**src/rtl/f1_pkg.sv**
```systemverilog
// f1_pkg: shared definitions for the F1 start-light sequencer.
//   - FSM state encodings (legacy constants) and the f1_state_t enum built on them
//   - LFSR tap mask and seed
//   - thermometer-code helper
package f1_pkg;

  localparam logic [2:0] S_IDLE  = 3'd0;
  localparam logic [2:0] S_COUNT = 3'd1;
  localparam logic [2:0] S_HOLD  = 3'd2;
  localparam logic [2:0] S_REACT = 3'd3;
  localparam logic [2:0] S_DONE  = 3'd4;

  typedef enum logic [2:0] {
    ST_IDLE  = S_IDLE,
    ST_COUNT = S_COUNT,
    ST_HOLD  = S_HOLD,
    ST_REACT = S_REACT,
    ST_DONE  = S_DONE
  } f1_state_t;

  // Fibonacci taps 16,14,13,11 -> register bits 15,13,12,10.
  localparam logic [15:0] F1_LFSR_TAPS = 16'hB400;
  localparam logic [15:0] F1_LFSR_SEED = 16'h0001;

  function automatic logic [15:0] f1_lfsr_next(input logic [15:0] s);
    return {s[14:0], ^(s & F1_LFSR_TAPS)};
  endfunction

  // k ones from bit 0; k >= 32 gives all ones.
  function automatic logic [31:0] f1_thermo(input logic [5:0] k);
    logic [31:0] v;
    v = '0;
    for (int unsigned i = 0; i < 32; i++) begin
      if (32'(k) > i) v[i] = 1'b1;
    end
    return v;
  endfunction

endpackage

```
**src/rtl/f1_start_seq_tick_gen.sv**
```systemverilog
// tick_gen: sequencer tick generator.
//   clk  in  : clock
//   rst  in  : asynchronous active-high reset
//   clr  in  : synchronous counter clear (wins over en)
//   en   in  : count enable
//   tick out : one-cycle pulse every TICK_CYCLES enabled cycles
module tick_gen #(
  parameter int unsigned TICK_CYCLES = 48
) (
  input  logic clk,
  input  logic rst,
  input  logic clr,
  input  logic en,
  output logic tick
);

  localparam int unsigned CW = $clog2(TICK_CYCLES);
  localparam logic [CW-1:0] LAST = CW'(TICK_CYCLES - 1);

  logic [CW-1:0] r_cnt;

  always_ff @(posedge clk or posedge rst) begin
    if (rst) begin
      r_cnt <= '0;
    end else if (clr) begin
      r_cnt <= '0;
    end else if (en) begin
      if (r_cnt == LAST) r_cnt <= '0;
      else               r_cnt <= r_cnt + CW'(1);
    end
  end

  assign tick = en & ~clr & (r_cnt == LAST);

endmodule

```
**src/rtl/f1_start_seq.sv**
```systemverilog
// f1_start_seq: F1 start-light sequencer with random hold and reaction timer.
//   clk        in  : clock, rising edge
//   rst        in  : asynchronous active-high reset
//   trigger    in  : start request (IDLE/DONE only)
//   react      in  : driver button
//   lights     out : lamp thermometer, bit 0 lit first
//   busy       out : high in COUNT, HOLD, REACT
//   rt_valid   out : result available (DONE)
//   rt         out : reaction time in cycles, saturating
//   jump_start out : result was a jump start
module f1_start_seq
  import f1_pkg::*;
#(
  parameter int unsigned N_LIGHTS    = 8,
  parameter int unsigned TICK_CYCLES = 48,
  parameter int unsigned DELAY_MIN   = 2,
  parameter int unsigned DELAY_BITS  = 4,
  parameter int unsigned RT_WIDTH    = 16
) (
  input  logic                clk,
  input  logic                rst,
  input  logic                trigger,
  input  logic                react,
  output logic [N_LIGHTS-1:0] lights,
  output logic                busy,
  output logic                rt_valid,
  output logic [RT_WIDTH-1:0] rt,
  output logic                jump_start
);

  localparam int unsigned KW     = $clog2(N_LIGHTS + 1);
  localparam int unsigned HOLD_W = $clog2(DELAY_MIN + (1 << DELAY_BITS));

  f1_state_t           r_state;
  logic [KW-1:0]       r_k;
  logic [HOLD_W-1:0]   r_hold;
  logic [RT_WIDTH-1:0] r_rt;
  logic                r_jump;
  logic [15:0]         r_lfsr;

  logic w_tick;
  logic w_start;
  logic w_en;

  assign w_start = trigger & ((r_state == ST_IDLE) | (r_state == ST_DONE));
  assign w_en    = (r_state == ST_COUNT) | (r_state == ST_HOLD);

  tick_gen #(
    .TICK_CYCLES(TICK_CYCLES)
  ) u_tick (
    .clk  (clk),
    .rst  (rst),
    .clr  (w_start),
    .en   (w_en),
    .tick (w_tick)
  );

  always_ff @(posedge clk or posedge rst) begin
    if (rst) begin
      r_state <= ST_IDLE;
      r_k     <= '0;
      r_hold  <= '0;
      r_rt    <= '0;
      r_jump  <= 1'b0;
      r_lfsr  <= F1_LFSR_SEED;
    end else begin
      r_lfsr <= f1_lfsr_next(r_lfsr);
      case (r_state)
        ST_IDLE, ST_DONE: begin
          // trigger takes priority; react is ignored here
          if (trigger) begin
            r_state <= ST_COUNT;
            r_k     <= '0;
            r_rt    <= '0;
            r_jump  <= 1'b0;
          end
        end
        ST_COUNT: begin
          // react beats a coincident tick
          if (react) begin
            r_state <= ST_DONE;
            r_rt    <= '0;
            r_jump  <= 1'b1;
          end else if (w_tick) begin
            r_k <= r_k + KW'(1);
            if (r_k == KW'(N_LIGHTS - 1)) begin
              r_state <= ST_HOLD;
              r_hold  <= HOLD_W'(DELAY_MIN) + HOLD_W'(r_lfsr[DELAY_BITS-1:0]);
            end
          end
        end
        ST_HOLD: begin
          if (react) begin
            r_state <= ST_DONE;
            r_rt    <= '0;
            r_jump  <= 1'b1;
          end else if (w_tick) begin
            r_hold <= r_hold - HOLD_W'(1);
            if (r_hold == HOLD_W'(1)) begin
              r_state <= ST_REACT;
              r_rt    <= '0;
            end
          end
        end
        ST_REACT: begin
          if (react) begin
            r_state <= ST_DONE;
            r_jump  <= 1'b0;
          end else if (r_rt != '1) begin
            r_rt <= r_rt + RT_WIDTH'(1);
          end
        end
        default: r_state <= ST_IDLE;
      endcase
    end
  end

  always_comb begin
    lights = '0;
    case (r_state)
      ST_COUNT: lights = N_LIGHTS'(f1_thermo(6'(r_k)));
      ST_HOLD:  lights = '1;
      default:  lights = '0;
    endcase
  end

  assign busy       = (r_state == ST_COUNT) | (r_state == ST_HOLD) | (r_state == ST_REACT);
  assign rt_valid   = (r_state == ST_DONE);
  assign rt         = r_rt;
  assign jump_start = r_jump;

endmodule

```
**config.mk**
```make
export PLATFORM = sky130hd
export DESIGN_NAME = f1_start_seq
export DESIGN_NICKNAME = d
export VERILOG_FILES = /design/src/rtl/f1_pkg.sv /design/src/rtl/f1_start_seq_tick_gen.sv /design/src/rtl/f1_start_seq.sv
export SDC_FILE = /design/constraint.sdc
export NUM_CORES = 1
export LEC_CHECK = 0
export CORE_UTILIZATION = 45
export DETAILED_ROUTE_END_ITERATION = 8
export GPL_TIMING_DRIVEN = 1
export PLACE_DENSITY = 0.68
export SETUP_SLACK_MARGIN = 0.1
export SLEW_MARGIN = 20
export SYNTH_ARGS = -nofsm -noshare
export SYNTH_HDL_FRONTEND = slang
export SYNTH_HIERARCHICAL = 1
export SYNTH_SLANG_ARGS = --single-unit
export TNS_END_PERCENT = 1
```
**constraint.sdc**
```tcl
create_clock -name clk -period 3.6 [get_ports clk]
set_clock_uncertainty 0.15 [all_clocks]
set_input_delay 0.54 -clock clk [delete_from_list [all_inputs] [get_ports clk]]
set_output_delay 0.54 -clock clk [all_outputs]
set_load 0.05 [all_outputs]
```
Yosys cells after proc, flatten, opt, wreduce, memory -nomap -nowiden
Cells that the tools add are included.
{ "totals": {"input_bits": 4, "output_inout_bits": 27, "regBits": 51, "wordCells": 107} }
{ "op_classes": {"bitwise_logic": 7, "reduce_logical": 14, "add_sub_neg": 5, "n_lt_le_gt_ge": 8, "eq_ne": 23, "muxes": 43} }
{ "ops": {"columns": ["op", "count"], "rows": [
  ["16-bit two-way mux", 7],
  ["16-bit one-hot mux with 4 select lines", 1],
  ["5-bit two-way mux", 5],
  ["3-bit two-way mux", 8],
  ["6-bit two-way mux", 3],
  ["16-bit by 1-bit adder with 16-bit output (second input constant)", 1],
  ["4-bit by 3-bit > comparator with 1-bit output (second input constant)", 4],
  ["16-bit inequality test (second input constant)", 1],
  ["8-bit one-hot mux with 2 select lines", 1],
  ["16-bit XOR reduction", 1],
  ["2-bit inequality test (second input constant)", 7],
  ["4-bit two-way mux", 3],
  ["3-bit by 2-bit inequality test with 1-bit output (second input constant)", 4],
  ["3-bit one-hot mux with 4 select lines", 1],
  ["6-bit AND reduction", 2],
  ["1-bit two-way mux", 11],
  ["5-bit one-hot mux with 2 select lines", 1],
  ["4-bit by 1-bit > comparator with 1-bit output (second input constant)", 2],
  ["4-bit by 2-bit > comparator with 1-bit output (second input constant)", 2],
  ["2-bit by 1-bit inequality test with 1-bit output (second input constant)", 4],
  ["4-bit one-hot mux with 2 select lines", 1],
  ["4-bit AND reduction", 2],
  ["7-bit AND reduction", 1],
  ["6-bit by 1-bit adder with 6-bit output (second input constant)", 1],
  ["18 further kinds", 26]
]} }

Logic depth before layout (Yosys ltp)
{ "logic_depth": {"depth_word": 9, "depth_mapped": 12, "depth_no_buf": 9} }

By module
Netlist, hierarchy kept.
{ "modules_own_cells": {"columns": ["mod", "area_per_inst_um2", "instances", "cells_each", "seq_area_each_um2"], "rows": [
  ["f1_start_seq", 2412.3, 1, 262, 1127.3],
  ["tick_gen", 331.6, 1, 32, 150.1]
]} }

Worst setup path after synthesis
No wires, ideal clock.
{ "synth_timing": {"path_kind": "reg-to-output", "startpoint": "reg r_state[2]", "endpoint": "out lights[2]", "arrival_time_ps": 2261, "path_buffers": 1, "t_required_ps": 2910, "stages_incl_launch_ff": 4, "slack_ps": 649, "cell_sequence": "dfrtp_1 -> buf_2 -> or3b_2 -> o31ai_1"} }
{ "synth_via": {"elab_chain_cells": 2, "word_cells_on_any_way": 3, "cone_classes": "2 x eq/ne; 1 x mux"} }
{ "synth_rtl": {"columns": ["item", "line_no", "text"], "rows": [
  ["start, declared", "f1_start_seq.sv:34", "f1_state_t r_state;"],
  ["start signal, assigned", "f1_start_seq.sv:60", "r_state <= ST_IDLE;"],
  ["start signal, assigned", "f1_start_seq.sv:72", "r_state <= ST_COUNT;"],
  ["start signal, assigned", "f1_start_seq.sv:81", "r_state <= ST_DONE;"],
  ["3-bit by 2-bit == test with 1-bit output / 3-bit by 1-bit == test with 1-bit output (equally long branches)", "f1_start_seq.sv:120", "case (r_state)"],
  ["8-bit one-hot mux with 2 select lines *", "f1_start_seq.sv:120", null],
  ["end, declared", "f1_start_seq.sv:24", "output logic [N_LIGHTS-1:0] lights,"]
]} }
Mark *: on every way between the ends. The rest lies on a longest branch, timed or not.

Worst setup path in the final report
{ "layout_timing": {"startpoint": "reg r_state[0]", "endpoint": "out lights[4]"} }
The elaborated chain is that of the path after synthesis.

==> impl_metrics.toml <==
[status]
outcome = "complete, no violations"

[critical_path]
worstPathMaxFanout = 14
crit_type = "register to output pin"
cp_slowest_cell = "clkdlybuf4s50_1"
cp_data_arrival_time_ns = 2.64
start_kind = "register"
crit_top_cell = "nor2_1"
path_buf_inv = 1
worst_ep_required_time_ns = 2.91
crit_family = "buffers and inverters"
slowest_delay_ns = 0.81
crit_chain = "or3b_2 -> nor2_1 -> nor2_1 -> a21oi_1 -> clkdlybuf4s50_1"
crit_path_end_kind = "output pin"

[floorplanning]
die-area_mm2 = 0.006414
start_util_pct = 46.62
coreArea_mm2 = 0.005886
ios = 31
rows = 28
die_y_um = 80.09
die_w_um = 80.09

[placement]
dpl.hpwl_um = 4093
numPortBuffers = 30
dpl.cell_count = 391
gp_congestion = 0.8883
place_area_mm2 = 0.003090

[cts]
h-tree-depth = 2
cts_hold_buf = 0
clkTransAtPathRegs_ns = 0.10
cts_buffers = 5
cts_setup_buffers = 0
cts.sinks = 51
insertion_delay_ns = 0.31
cts_tree = "done"
root_buffer = "clkbuf_8"
ctsResizeCount = 0
ctsLongestPathBuffers = 2

[sta]
setup_viol = 0
hold_viol_final = 0
drv_slew = 0
finalSetupTns_ns = 0
maxSlewHeadroom_pct = 62.94
holdWs_ns = 0.2015
fmax_mhz = 300.7
period_needed_ns = 3.325
grt_setup_unrepaired = "false"
tightestPinTransition_ns = 0.5559
fin_crit_sh_pct = 92.36

[synthesis]
syn_area_mm2 = 0.002744
yosysTopAreaCell = "dfrtp_1"
synthDominantCellAreaShare_pct = 45.60
syn_area_per_cell_um2 = 9.333
synthCells = 294
synthTopCellsByArea = "dfrtp_1 (46%), ha_1 (4.1%), o21ai_0 (3.8%)"
synth.net_count = 307
synth-async-reset-ratio_pct = 100.0
synth-edff-count = 0
ys_seq_area_share_pct = 46.56
synth_flop_cell = "dfrtp_1"
netlist-cell-type-count = 56
synth_seq_cells = 51
ys_warn_count = 6

[layout]
diodes = 0
nFillCells = 546
stdcell_count = 399
nets = 336
drive_gt1_share_pct = 7.716
stdcell_area_mm2 = 0.003183
seqCellArea_mm2 = 0.001277
area_delta_synth_final_pct = 16.01
multi_input_area_mm2 = 0.001310
postLayoutCoreUtil_pct = 54.08

[route]
drt_drc_violations_left = 0
dr.pass1.iters = 5
drtAntennaViolNets = 0
wl_per_cell_um = 14.68
vias_per_cell = 5.897
drtIter0Drc = 95
via_count = 2353
finalWirelength_um = 5856

[power_and_ir_drop]
p_sw_share_pct = 30.39
p_seq_share_pct = 54.3
p_leak_uw = 0.001377
switching_power_uw = 347.2
power.share.clock_pct = 30.3
internal_power_uw = 795.0
powerDensity_mw_per_mm2 = 358.8
combPwrFrac_pct = 15.4
ir_worst_vdd_uv = 217.9

[global_route]
grt-ovfl-total = 0
grt_pass1_wl_um = 9970
grtUsageTotal_pct = 19.80
grt_pass1_vias = 2140
grt_max_degree = 33
antenna_found_initial = 0

[run]
cap_violations = 0

[hold_path]
hp-class = "register to register"
-- cells by family after synthesis --
group | count (synthesis) | synth area share, %
AND/OR/NAND/NOR | 119 | 23.16
AO/OA/AOI/OAI | 74 | 17.51
flip-flops | 51 | 46.56
buffers and inverters | 32 | 5.699
adder cells (fa/ha/maj) | 9 | 4.104
XOR/XNOR | 7 | 2.234
multiplexers | 2 | 0.7296
-- synth_stat cells, types with 3 or more instances --
cell type	n
dfrtp_1	50
nand2_1	27
nor2_1	24
o21ai_0	21
nand3_1	19
a21oi_1	18
inv_1	18
ha_1	9
nor3_1	8
nand4_1	7
a31oi_1	6
buf_2	5
and3_1	4
nor4_1	4
or3_1	4
xnor2_1	4
a41oi_1	3
and4_1	3
buf_6	3
clkbuf_1	3
o22ai_1	3
xor2_1	3
-- layout by cell type, fill, tap and decap left out, types with 4 or more instances in the layout --
cell type and count:
clkdlybuf4s50_1 30, nor4_1 4, xnor2_1 4, nor2_1 24, nor3_1 8, o21ai_0 21, nand4_1 7, inv_1 17
buf_4 5, ha_1 9, dfrtp_1 50, nand2_1 27, nand3_1 19, and3_1 4, a31oi_1 6, or3_1 4
clkbuf_8 5, a21oi_1 18
-- layer usage --
layer / routed length (um) / track usage, % / up-vias
li1: - / - / 1125
met1: 2744 / 27.05 / 1150
met2: 2741 / 31.62 / 71
met3: 300 / 4.091 / 7
met4: 70 / 5.893 / 0
met5: 0 / 0 / -
-- worst paths after layout --
check | slack, ns | cells past startpoint | from | endpoint
worst max-delay path | 0.27 | 5 | r_state[0]$_DFFE_PP0P_ | lights[4]
worst min-delay path | 0.20 | 0 | r_lfsr[5]$_DFF_PP0_ | r_lfsr[6]$_DFF_PP0_
worst max register to register | 0.65 | 10 | r_state[0]$_DFFE_PP0P_ | rt[7]$_DFFE_PP0P_
worst min register to register | 0.20 | 0 | r_lfsr[5]$_DFF_PP0_ | r_lfsr[6]$_DFF_PP0_
max in group asynchronous | 2.15 | 3 | rst | r_lfsr[0]$_DFF_PP1_
min in group asynchronous | 0.32 | 2 | rst | u_tick/r_cnt[1]$_DFFE_PP0P_
-- worst reg2reg max path: cells and delay by family, from the launching register on --
kind                   cells  cell delay (ns)
AOI/OAI and AO/OA          2             0.42
buffers and inverters      3             0.62
DFF                        1             0.60
and+or+nand+nor            5             1.06
-- sequential cells by signal (all words and copies together) (netlist names) --
signal	count
jump_start	1
r_hold	5
r_lfsr	16
r_state	3
rt	16
r_k	4
u_tick/r_cnt	6
-- through the flow --
stage | total power, uW | setup slack (ns)
after global placement | 802.3 | 0.6523
after CTS | 1155 | 0.2875
after global routing | 1198 | 0.1343
after detailed placement | 809.1 | 0.6176
final | 1142 | 0.2750
after floorplan | 765.4 | 0.6491
-- power by group through the flow --
stage | registers, uW | clock network (uW) | logic (uW)
CTS | 619 | 357 | 179
finish | 620 | 346 | 176
floorplan | 627 | 0 | 138
global route | 624 | 379 | 195
global placement | 628 | 0 | 174
detailed placement | 630 | 0 | 179
-- layout make-up --
class / instances / area share, %
Clock buffer: 5 / 2.162
Clock inverter: 3 / 0.7469
Tap cell: 75 / 2.948
Timing Repair Buffer: 35 / 10.61
Sequential cell: 51 / 40.13
Inverter: 19 / 2.241
Multi-Input combinational cell: 211 / 41.16
(Power assumes the default switching activity.)
